$ cat src/rtl/obstacle_spawner.sv
// Obstacle spawn pacing: counts frame ticks per difficulty-scaled interval, draws a legal
// lane from the random word by rejection sampling, and holds the request until accepted.
module obstacle_spawner #(
    parameter int         NUM_LANES     = 20,
    parameter logic [7:0] BASE_INTERVAL = 8'd60,
    parameter logic [7:0] LEVEL_STEP    = 8'd12,
    parameter logic [7:0] MIN_INTERVAL  = 8'd8,
    parameter logic [2:0] MAX_RETRY     = 3'd4
) (
    input  logic       clk,
    input  logic       rst,
    input  logic       en,
    input  logic       frame_tick,
    input  logic [4:0] rnd,
    input  logic [1:0] level,
    input  logic       spawn_ready,
    output logic       spawn_valid,
    output logic [4:0] spawn_lane,
    output logic [7:0] spawn_count,
    output logic       missed
);

    typedef enum logic [1:0] {IDLE, WAIT, DRAW, HOLD} state_t;

    state_t     state_q, state_d;
    logic [7:0] tick_cnt_q, tick_cnt_d;
    logic [2:0] retry_q, retry_d;
    logic [4:0] last_lane_q, last_lane_d;
    logic       have_last_q, have_last_d;
    logic       spawn_valid_q, spawn_valid_d;
    logic [4:0] spawn_lane_q, spawn_lane_d;
    logic [7:0] spawn_count_q, spawn_count_d;
    logic       missed_q, missed_d;

    // Signed 11-bit difference so a large level*step cannot wrap before the floor clamp.
    function automatic logic [7:0] calc_interval(input logic [1:0] lvl);
        logic        [9:0]  reduction;
        logic signed [10:0] diff;
        reduction = 10'(lvl) * 10'(LEVEL_STEP);
        diff      = $signed({3'b000, BASE_INTERVAL}) - $signed({1'b0, reduction});
        if (diff < $signed({3'b000, MIN_INTERVAL})) begin
            return MIN_INTERVAL;
        end
        return diff[7:0];
    endfunction

    function automatic logic [4:0] fallback_lane(input logic have, input logic [4:0] last);
        if (!have) begin
            return 5'd0;
        end
        if ({1'b0, last} == 6'(NUM_LANES - 1)) begin
            return 5'd0;
        end
        return last + 5'd1;
    endfunction

    logic [7:0] interval;
    logic       draw_ok;

    assign interval = calc_interval(level);
    assign draw_ok  = ({1'b0, rnd} < 6'(NUM_LANES)) && (!have_last_q || (rnd != last_lane_q));

    always_comb begin
        state_d       = state_q;
        tick_cnt_d    = tick_cnt_q;
        retry_d       = retry_q;
        last_lane_d   = last_lane_q;
        have_last_d   = have_last_q;
        spawn_valid_d = spawn_valid_q;
        spawn_lane_d  = spawn_lane_q;
        spawn_count_d = spawn_count_q;
        missed_d      = missed_q;

        if (!en) begin
            state_d       = IDLE;
            tick_cnt_d    = 8'd0;
            retry_d       = 3'd0;
            last_lane_d   = 5'd0;
            have_last_d   = 1'b0;
            spawn_valid_d = 1'b0;
            spawn_lane_d  = 5'd0;
            missed_d      = 1'b0;
        end else begin
            case (state_q)
                IDLE: begin
                    state_d    = WAIT;
                    tick_cnt_d = interval;
                end
                WAIT: begin
                    if (frame_tick) begin
                        tick_cnt_d = tick_cnt_q - 8'd1;
                        if (tick_cnt_q == 8'd1) begin
                            state_d = DRAW;
                        end
                    end
                end
                DRAW: begin
                    if (draw_ok) begin
                        spawn_lane_d  = rnd;
                        spawn_valid_d = 1'b1;
                        retry_d       = 3'd0;
                        state_d       = HOLD;
                    end else if (retry_q < MAX_RETRY) begin
                        retry_d = retry_q + 3'd1;
                    end else begin
                        spawn_lane_d  = fallback_lane(have_last_q, last_lane_q);
                        spawn_valid_d = 1'b1;
                        retry_d       = 3'd0;
                        state_d       = HOLD;
                    end
                end
                HOLD: begin
                    // A tick landing on the handshake cycle is flagged, not counted.
                    if (frame_tick) begin
                        missed_d = 1'b1;
                    end
                    if (spawn_valid_q && spawn_ready) begin
                        spawn_valid_d = 1'b0;
                        last_lane_d   = spawn_lane_q;
                        have_last_d   = 1'b1;
                        spawn_count_d = spawn_count_q + 8'd1;
                        tick_cnt_d    = interval;
                        state_d       = WAIT;
                    end
                end
                default: state_d = IDLE;
            endcase
        end
    end

    always_ff @(posedge clk or posedge rst) begin
        if (rst) begin
            state_q       <= IDLE;
            tick_cnt_q    <= 8'd0;
            retry_q       <= 3'd0;
            last_lane_q   <= 5'd0;
            have_last_q   <= 1'b0;
            spawn_valid_q <= 1'b0;
            spawn_lane_q  <= 5'd0;
            spawn_count_q <= 8'd0;
            missed_q      <= 1'b0;
        end else begin
            state_q       <= state_d;
            tick_cnt_q    <= tick_cnt_d;
            retry_q       <= retry_d;
            last_lane_q   <= last_lane_d;
            have_last_q   <= have_last_d;
            spawn_valid_q <= spawn_valid_d;
            spawn_lane_q  <= spawn_lane_d;
            spawn_count_q <= spawn_count_d;
            missed_q      <= missed_d;
        end
    end

    assign spawn_valid = spawn_valid_q;
    assign spawn_lane  = spawn_lane_q;
    assign spawn_count = spawn_count_q;
    assign missed      = missed_q;

endmodule

$ cat config.mk
export PLATFORM = sky130hd
export DESIGN_NAME = obstacle_spawner
export DESIGN_NICKNAME = d
export VERILOG_FILES = /design/src/rtl/obstacle_spawner.sv
export SDC_FILE = /design/constraint.sdc
export NUM_CORES = 1
export LEC_CHECK = 0
export BUFFER_PORTS_ARGS = -buffer_cell sky130_fd_sc_hd__buf_4
export CAP_MARGIN = 20
export CORE_MARGIN = 2
export CORE_UTILIZATION = 30
export DETAILED_ROUTE_END_ITERATION = 6
export GPL_ROUTABILITY_DRIVEN = 0
export GPL_TIMING_DRIVEN = 0
export HOLD_SLACK_MARGIN = 0.06
export MAX_ROUTING_LAYER = met4
export PLACE_DENSITY_LB_ADDON = 0.25
export SLEW_MARGIN = 20
export SYNTH_ARGS = -nofsm -noshare
export SYNTH_HDL_FRONTEND = slang
export SYNTH_SLANG_ARGS = --single-unit
$ cat constraint.sdc
create_clock -name clk -period 2 [get_ports clk]
set_clock_uncertainty 0.15 [all_clocks]
set_input_delay 0.4 -clock clk [delete_from_list [all_inputs] [get_ports clk]]
set_output_delay 0.4 -clock clk [all_outputs]
set_load 0.03 [all_outputs]
==> flow_summary_export.csv, run 1 <==
group,metric,value,unit
status,status,"complete, no violations",
logic_synthesis,syn_nets,238,
logic_synthesis,synth_edf_count,0,
logic_synthesis,ys_top_cells_by_area,"dfrtp_1, ha_1, nand2_1, mux2i_1, o21ai_0",
drt,via_per_inst,5.137,
drt,route.detailed.drc,0,
drt,ant_nets,0,
logic_synthesis,seq_area_frac_synth,0.4094,
clock_tree,clockRootBuffer,"clkbuf_8",
critical_path,end_kind,"register",
power_and_ir_drop,power_frac_comb,0.398,
sta,worst_slack,0.05874,ns
sta,slew_violations,0,
global_route,grt_overflow,0,
logic_synthesis,syn_inst,214,
logic_synthesis,synth_top_area_frac,0.4094,
placement,dpl.cell_count,320,
critical_path,cp_slowest_cell,"dfrtp_1",
critical_path,crit_path_cell_trace,"xnor2_2 -> nand4_4 -> buf_6 -> o21ai_4 -> a311oi_4 -> mux2_4",
finish,stdcell_area,0.002698,mm2
die,start_util,0.3076,
critical_path,critPathArrivalTime,1.97,ns
finish,nets,279,
drt,drt-wirelength-per-cell,14.65,um
drt,dr.pass1.iters,4,
global_route,grt_util_all_layers,0.1374,
placement,place_ws,-0.2074,ns
critical_path,critPathMaxFanout,7,
clock_tree,cts.path.max_buffers,2,
sta,max_slew_margin,0.4992,
drt,drt_iter0_drc,51,
global_route,grt_max_degree,35,
power_and_ir_drop,p_leak,0.001229,uW
power_and_ir_drop,irDropWorstVdd,0.0002757,V
die,core,0.006756,mm2
global_route,antenna_found_initial,0,
global_route,first_global_vias,1614,
clock_tree,cts_made_buffers,5,
placement,portBuffers,26,
placement,hpwl,3.356,mm
critical_path,crit_family,"flip-flops",
clock_tree,cts_tree,"done",
sta,hold_slack,0.09178,ns
sta,hold_viol,0,
clock_tree,cts.sinks,34,
logic_synthesis,ys_ff_latch,34,
clock_tree,insertion_delay,0.29,ns
drt,drt_wl_total,4.921,mm
die,die_area,0.007609,mm2
power_and_ir_drop,power_frac_seq,0.382,
logic_synthesis,ys_warn_count,0,
power_and_ir_drop,p_per_area,927.2,mW/mm2
sta,period_minus_slack,1.941,ns
finish,drive_above_1_share,0.3125,
sta,timing.final.crit_share,0.9706,
power_and_ir_drop,power_frac_clock,0.220,
finish,fin_util,0.3993,
logic_synthesis,avgSynthCellArea,9.711,um2
flow_run,maxCapViolCount,0,
critical_path,cp_slowest_stage_delay,0.45,ns
logic_synthesis,synth_top_area_cell,"dfrtp_1",
logic_synthesis,ys_async_sr_fraction,1.000,
sta,timing.fmax,515.1,MHz
critical_path,required,2.02,ns
clock_tree,clk_pin_slew_worst_paths,0.08,ns
logic_synthesis,synth_top_cells_by_count,"dfrtp_1, nand2_1, o21ai_0",
worst_hold_path,worstHoldPathType,"in -> async",
sta,tightest_slew,0.7501,ns
finish,area_growth,29.80,%
power_and_ir_drop,swShare,0.3884,
die,io_pins,27,
power_and_ir_drop,internal_power,1530,uW
finish,antenna_cells,0,
clock_tree,cts_max_level,2,
logic_synthesis,ys_types,52,
die,placementRows,30,
placement,dpl_cell_area,0.002374,mm2
drt,vias,1726,
die,die_width,87.23,um
sta,setup-violations-final,0,
logic_synthesis,yosysMostFrequentCell,"dfrtp_1",
die,die-height,87.23,um
critical_path,criticalPathCategory,"reg -> reg",
logic_synthesis,ys.flop_type,"dfrtp_1",
power_and_ir_drop,power.switching,971.4,uW
logic_synthesis,syn_area,0.002078,mm2
critical_path,startpoint_type,"register",
critical_path,crit_buf_inv,1,
global_route,grt_pass1_wl,7.962,mm
finish,final_cells,336,
cell families (layout without fill, tap and decap cells):
kind of cell,count (synthesis),in the layout,share of synthesized area
AND/OR/NAND/NOR,76,76,0.1903
AO/OA/AOI/OAI,52,52,0.1830
flip-flops,34,34,0.4094
buffers and inverters,16,58,0.03372
XOR/XNOR,13,13,0.05479
adder cells (fa/ha/maj),12,12,0.07224
multiplexers,11,11,0.05659
power groups by stage:
stage	registers (uW)	logic, uW	clock network, uW
4_1_cts	916	896	572
6_report	955	997	550
3_5_place_dp	928	847	0
5_1_grt	977	1100	603
3_3_place_gp	923	841	0
2_1_floorplan	963	574	0
area by class of cell:
| type | instances | area [um2] |
|---|---|---|
| Multi-Input combinational cell | 164 | 1314 |
| Clock inverter | 2 | 12.51 |
| Buffer | 5 | 28.78 |
| Tap cell | 80 | 100.1 |
| Inverter | 10 | 37.54 |
| Sequential cell | 34 | 855.8 |
| Clock buffer | 6 | 82.58 |
| Fill cell | 677 | 4059 |
| Timing Repair Buffer | 35 | 266.5 |
state kept, by name, summed over array words and instances, names as in the netlist:
signal	count
state_q	2
last_lane_q	5
retry_q	3
tick_cnt_q	8
spawn_count	8
spawn_lane	5
have_last_q	1
spawn_valid	1
missed	1
stage by stage:
step	TNS (ns)	total power (uW)
after global placement	-0.7169	1765
after global routing	-0.008007	2678
after CTS	0	2384
final	0	2501
after floorplan	-0.001018	1537
after detailed placement	-0.7305	1775
layout by cell type (no fill, tap or decap), drive strengths merged, types with 2 or more instances in the layout:
master,count
a21boi,2
a21oi,7
a22o,3
a32o,2
and3,2
buf,39
clkbuf,7
dfrtp,34
ha,12
inv,10
mux2,3
mux2i,8
nand2,26
nand2b,2
nand3,8
nand4,3
nor2,11
nor2b,11
nor3,3
nor4,2
nor4b,2
o21a,4
o21ai,18
o31ai,4
xnor2,9
xor2,4
routing by layer:
layer | part of all wire | global-route usage
met1 | 0.49 | 0.1901
met2 | 0.46 | 0.2047
met3 | 0.035 | 0.03128
met4 | 0.0069 | 0.03357
met5 | 0 | -
worst reg2reg max path: stages (launching register included):
cell and delay, ns:
dfrtp_1 0.45, xnor2_2 0.21, nand4_4 0.16, buf_6 0.16, o21ai_4 0.25, a311oi_4 0.14, mux2_4 0.31
what timing repair did:
action	in CTS	in global routing
gates resized for setup	5	30
setup buffers	2	7
endpoints found under the setup margin	6	11
pin swaps	2	6
hold buffers	0	0
cloned	0	0
final timing paths:
check | startpoint | end | slack (ns) | cells after the start
worst max register to register | last_lane_q[1]$_DFFE_PP0P_ | state_q[0]$_DFFE_PP0P_ | 0.06 | 6
max in group asynchronous | rst | last_lane_q[4]$_DFFE_PP0P_ | 1.08 | 2
worst min-delay path | rst | tick_cnt_q[6]$_DFFE_PP0P_ | 0.09 | 2
min in group clk | frame_tick | missed$_DFFE_PP0P_ | 0.25 | 3
worst min register to register | spawn_count[7]$_DFFE_PP0P_ | spawn_count[7]$_DFFE_PP0P_ | 0.32 | 1
worst max-delay path | last_lane_q[1]$_DFFE_PP0P_ | state_q[0]$_DFFE_PP0P_ | 0.06 | 6
No activity file was read; power rests on OpenSTA's default activity.
==> inputs of run 2 (changes only) <==
Settings changed: CORE_UTILIZATION 30 to 54, CTS_BUF_LIST from default to sky130_fd_sc_hd__clkbuf_8, SLEW_MARGIN 20 to default.
==> run 2 against run 1 <==
Compared with the run above: the run now ends with setup timing left; sequential share of layout area increased by 1.0 points; worst setup slack got worse by 0.061 ns; clock-buffer cell count decreased by 1; die area decreased by 43%; power increased by 2.8%; cell count decreased by 11%; non-clock buffer count decreased by 4; critical path type unchanged; largest cell class unchanged.
==> flow_summary_export.csv, run 2 (synthesis gave the netlist of run 1 again) <==
group,metric,value,unit
status,status,"finished, violations left",
status,violations,"setup timing",
drt,via_per_inst,5.637,
clock_tree,cts_tree,"done",
sta,period_minus_slack,2.003,ns
critical_path,required,2.02,ns
placement,dpl_cell_area,0.002361,mm2
global_route,first_global_vias,1580,
drt,ant_nets,0,
sta,hold_slack,0.2684,ns
finish,multi_input_area,0.001257,mm2
power_and_ir_drop,p_per_area,987.4,mW/mm2
power_and_ir_drop,p_leak,0.001211,uW
placement,hpwl,3.161,mm
flow_run,maxCapViolCount,0,
power_and_ir_drop,irDropWorstVdd,0.0005635,V
critical_path,criticalPathCategory,"reg -> reg",
clock_tree,cts.sinks,34,
global_route,grt_util_all_layers,0.2288,
die,die-height,66.04,um
finish,area_growth,25.35,%
critical_path,cp_slowest_stage_delay,0.45,ns
worst_hold_path,worstHoldPathType,"in -> reg",
critical_path,crit_path_cell_trace,"buf_6 -> ha_4 -> nor2b_4 -> o21a_4 -> a311oi_4 -> mux2_4",
finish,nets,275,
sta,grt_setup_unrepaired,"true",
finish,final_cell_mix,"dfrtp_1, buf_4, nand2_1, o21ai_0",
finish,antenna_cells,0,
die,placementRows,22,
finish,drive_above_1_share,0.2698,
sta,max_slew_margin,0.6323,
die,die_area,0.004361,mm2
critical_path,critPathMaxFanout,4,
clock_tree,clockRootBuffer,"clkbuf_8",
worst_hold_path,worstHoldStart,"frame_tick",
die,io_pins,27,
clock_tree,insertion_delay,0.28,ns
critical_path,critPathArrivalTime,2.02,ns
drt,vias,1691,
placement,portBuffers,26,
critical_path,crit_start,"state_q[0]$_DFFE_PP0P_",
finish,seq_area,853.3,um2
finish,fill_cells,321,
sta,timing.final.crit_share,1.001,
die,die_width,66.04,um
critical_path,startpoint_type,"register",
global_route,grt_overflow,0,
clock_tree,cts.path.max_buffers,2,
die,core,0.003689,mm2
sta,hold_viol,0,
sta,worst_slack,-0.002589,ns
drt,route.detailed.drc,0,
clock_tree,cts_max_level,2,
sta,setup-violations-final,1,
drt,drt-wirelength-per-cell,14.84,um
drt,drt_wl_total,4.451,mm
drt,dr.pass1.iters,4,
placement,dpl.cell_count,289,
clock_tree,cts_made_buffers,5,
critical_path,rr_startpoint,"state_q[0]$_DFFE_PP0P_",
global_route,grt_max_degree,23,
finish,layout_commonest_cell,"dfrtp_1",
placement,place_ws,-0.1952,ns
finish,stdcell_area,0.002605,mm2
critical_path,end_kind,"register",
sta,tightest_slew,0.5510,ns
global_route,grt_pass1_wl,7.383,mm
sta,timing.fmax,499.4,MHz
critical_path,cp_slowest_cell,"dfrtp_2",
global_route,antenna_found_initial,0,
die,start_util,0.5634,
finish,final_cells,300,
sta,slew_violations,0,
drt,drt_iter0_drc,94,
clock_tree,clk_pin_slew_worst_paths,0.07,ns
run 2: cell count changes in the layout (fill, tap and decap cells not counted), sizes merged:
cell / change
clkinvlp: -1
clkinv: +1
bufinv: +1
dlygate4sd3: +1
buf: -6
run 2: where the power goes:
part | internal [uW] | leakage (uW) | switching, uW | total [uW]
logic | 471 | 0.000693 | 549 | 1020
clock network | 367 | 0.0000579 | 251 | 617
registers | 793 | 0.000460 | 141 | 935
total | 1630 | 0.00121 | 941 | 2570
run 2: stage by stage:
step	setup TNS (ns)	power, uW	util
3_3_place_gp	-0.5731	1741	0.6326
2_1_floorplan	-0.001018	1537	-
5_1_grt	-0.03210	2736	0.7062
4_1_cts	0	2421	0.6788
6_report	-0.002589	2572	0.7062
3_5_place_dp	-0.6764	1767	0.6401
run 2: worst paths after layout:
| check | to | slack [ns] | cells past startpoint |
|---|---|---|---|
| worst max register to register | state_q[0]$_DFFE_PP0P_ | -0.003 | 6 |
| max in group asynchronous | state_q[0]$_DFFE_PP0P_ | 0.62 | 4 |
| min in group asynchronous | spawn_count[7]$_DFFE_PP0P_ | 0.57 | 3 |
| worst min register to register | spawn_count[7]$_DFFE_PP0P_ | 0.33 | 1 |
| worst min-delay path | missed$_DFFE_PP0P_ | 0.27 | 3 |
| worst max-delay path | state_q[0]$_DFFE_PP0P_ | -0.003 | 6 |
run 2: metal layers:
layer  vias to the layer above  track usage  wire length [um]  part of all wire
met5                         -            -                 0                 0
met4                         0      0.06378                59             0.013
met3                         9      0.03918               152             0.034
met2                        36       0.3826              2160              0.49
met1                       810       0.2881              2079              0.47
li1                        836            -                 -                 -
run 2: repair_timing:
action	CTS	global route
hold endpoints to repair	12	0
pin swaps	2	4
buffers inserted	2	1
endpoints found under the setup margin	6	13
hold buffers	1	0
resized for setup	4	25
run 2: worst max-delay path, delay by kind of cell (launching register included):
kind / cells / cell delay, ns
AOI/OAI and AO/OA: 2 / 0.54
adders and majority gates: 1 / 0.16
buffers and inverters: 1 / 0.14
DFF: 1 / 0.45
muxes: 1 / 0.33
and+or+nand+nor: 1 / 0.12
run 2: final cells by class:
type                       count  share of cell area
multi-input combinational    164              0.4827
sequential                    34              0.3276
timing repair buffer          31             0.09942
clock buffer                   5             0.02642
tap                           48             0.02305
clock inverter                 3             0.01537
inverter                      10             0.01441
buffer                         5             0.01105
==> inputs of run 3 (changes only) <==
Settings changed: PLACE_DENSITY from default to 0.78, PLACE_DENSITY_LB_ADDON 0.25 to default.
==> run 3 against run 2 <==
Compared with the run above: the flow now finishes without violations; non-clock buffer count up 3; critical path type unchanged; global-route usage increased by 0.092 points; register-to-register slack better by 0.09 ns; clock power rose by 25%; maximum frequency up 4.7%; worst setup slack better by 0.089 ns.
==> flow_summary_export.csv, run 3 (synthesis gave the netlist of run 1 again) <==
group,metric,value,unit
finish,seq_area,855.8,um2
status,status,"complete, no violations",
placement,portBuffers,26,
drt,ant_nets,0,
sta,timing.fmax,522.7,MHz
finish,layout_commonest_cell,"buf_4",
flow_run,maxCapViolCount,0,
sta,timing.final.crit_share,0.9566,
drt,dr.pass1.iters,4,
critical_path,end_kind,"register",
finish,multi_input_area,0.001281,mm2
global_route,grt_pass1_wl,7.403,mm
die,die-height,66.04,um
clock_tree,cts_made_buffers,5,
finish,fill_cells,293,
placement,hpwl,3.161,mm
finish,final_cell_mix,"buf_4, dfrtp_1, nand2_1, o21ai_0, nor2_1",
die,placementRows,22,
placement,dpl_cell_area,0.002361,mm2
die,core,0.003689,mm2
clock_tree,cts.path.max_buffers,2,
drt,route.detailed.drc,0,
finish,nets,278,
worst_hold_path,worstHoldPathType,"in -> reg",
sta,max_slew_margin,0.6286,
global_route,antenna_found_initial,0,
finish,stdcell_area,0.002679,mm2
power_and_ir_drop,p_per_area,1011,mW/mm2
sta,period_minus_slack,1.913,ns
sta,setup-violations-final,0,
finish,antenna_cells,0,
critical_path,startpoint_type,"register",
finish,drive_above_1_share,0.2941,
global_route,grt_max_degree,24,
global_route,first_global_vias,1641,
clock_tree,cts.sinks,34,
critical_path,critPathArrivalTime,1.94,ns
power_and_ir_drop,irDropWorstVdd,0.0008486,V
power_and_ir_drop,finalPower,2708,uW
critical_path,critPathMaxFanout,4,
sta,tightest_slew,0.5513,ns
clock_tree,clockRootBuffer,"clkbuf_8",
die,die_area,0.004361,mm2
sta,grt_setup_unrepaired,"true",
drt,drt_iter0_drc,83,
global_route,grt_util_all_layers,0.2297,
critical_path,required,2.03,ns
die,die_width,66.04,um
drt,vias,1721,
power_and_ir_drop,p_leak,0.001242,uW
clock_tree,insertion_delay,0.29,ns
clock_tree,cts_tree,"done",
die,io_pins,27,
die,start_util,0.5634,
critical_path,criticalPathCategory,"reg -> reg",
clock_tree,clk_pin_slew_worst_paths,0.08,ns
global_route,grt_overflow,0,
clock_tree,cts_max_level,2,
drt,drt-wirelength-per-cell,14.44,um
finish,area_growth,28.90,%
sta,setup_tns,0,ns
sta,slew_violations,0,
sta,hold_viol,0,
drt,via_per_inst,5.680,
drt,drt_wl_total,4.375,mm
run 3: cell count changes in the layout (fill, tap and decap cells not counted), sizes merged:
cell	change
bufinv	+1
clkinv	-1
buf	+4
clkbuf	-1
run 3: worst max-delay path, stage by stage (launching register included):
cell      delay [ns]
dfrtp_1         0.43
inv_2           0.09
ha_4            0.17
nor2b_4         0.12
o21a_4          0.23
a311oi_4        0.30
mux2_4          0.33
run 3: final timing paths:
| kind | to | start | slack [ns] | depth (start not counted) |
|---|---|---|---|---|
| max | state_q[0]$_DFFE_PP0P_ | state_q[1]$_DFFE_PP0P_ | 0.09 | 6 |
| min | missed$_DFFE_PP0P_ | frame_tick | 0.29 | 3 |
| max reg2reg | state_q[0]$_DFFE_PP0P_ | state_q[1]$_DFFE_PP0P_ | 0.09 | 6 |
| min reg2reg | spawn_count[7]$_DFFE_PP0P_ | spawn_count[7]$_DFFE_PP0P_ | 0.32 | 1 |
| max in group asynchronous | state_q[0]$_DFFE_PP0P_ | rst | 0.65 | 4 |
| min in group asynchronous | spawn_count[7]$_DFFE_PP0P_ | rst | 0.55 | 3 |
run 3: what timing repair did:
item                                    4_1_cts  5_1_grt
gates resized for setup                       5       28
hold buffers                                  1        0
buffers inserted                              2        4
endpoints found under the setup margin        5       11
pin swaps                                     2        8
hold endpoints to repair                     11        0
run 3: layer usage:
layer  vias up  global-route usage  wire length [um]
met1       839              0.2865              2143
met2        30              0.3712              2024
met3         8             0.05451               144
met4         0             0.07398                63
li1        844                   -                 -
met5         -                   -                 0
run 3: final cells by class:
type                            count  area share
Multi-Input combinational cell    164      0.4783
Sequential cell                    34      0.3195
Timing Repair Buffer               34      0.1037
Clock buffer                        5     0.02569
Clock inverter                      3     0.02569
Tap cell                           48     0.02242
Inverter                           10     0.01401
Buffer                              5     0.01074
run 3: per-stage QoR:
stage / cells / setup slack [ns] / hold slack [ns] / utilization
6_report: 303 / 0.08671 / 0.2879 / 0.7263
3_5_place_dp: 289 / -0.1915 / 0.3176 / 0.6401
4_1_cts: 299 / 0.01597 / 0.2650 / 0.6872
5_1_grt: 303 / -0.003425 / 0.3009 / 0.7263
2_1_floorplan: 214 / -0.001018 / 0.2956 / -
3_3_place_gp: 288 / -0.1828 / 0.3124 / 0.6326
run 3: where the power goes:
group / switching [uW] / internal, uW
clock: 271 / 499
combinational: 528 / 472
sequential: 143 / 794
total: 943 / 1770
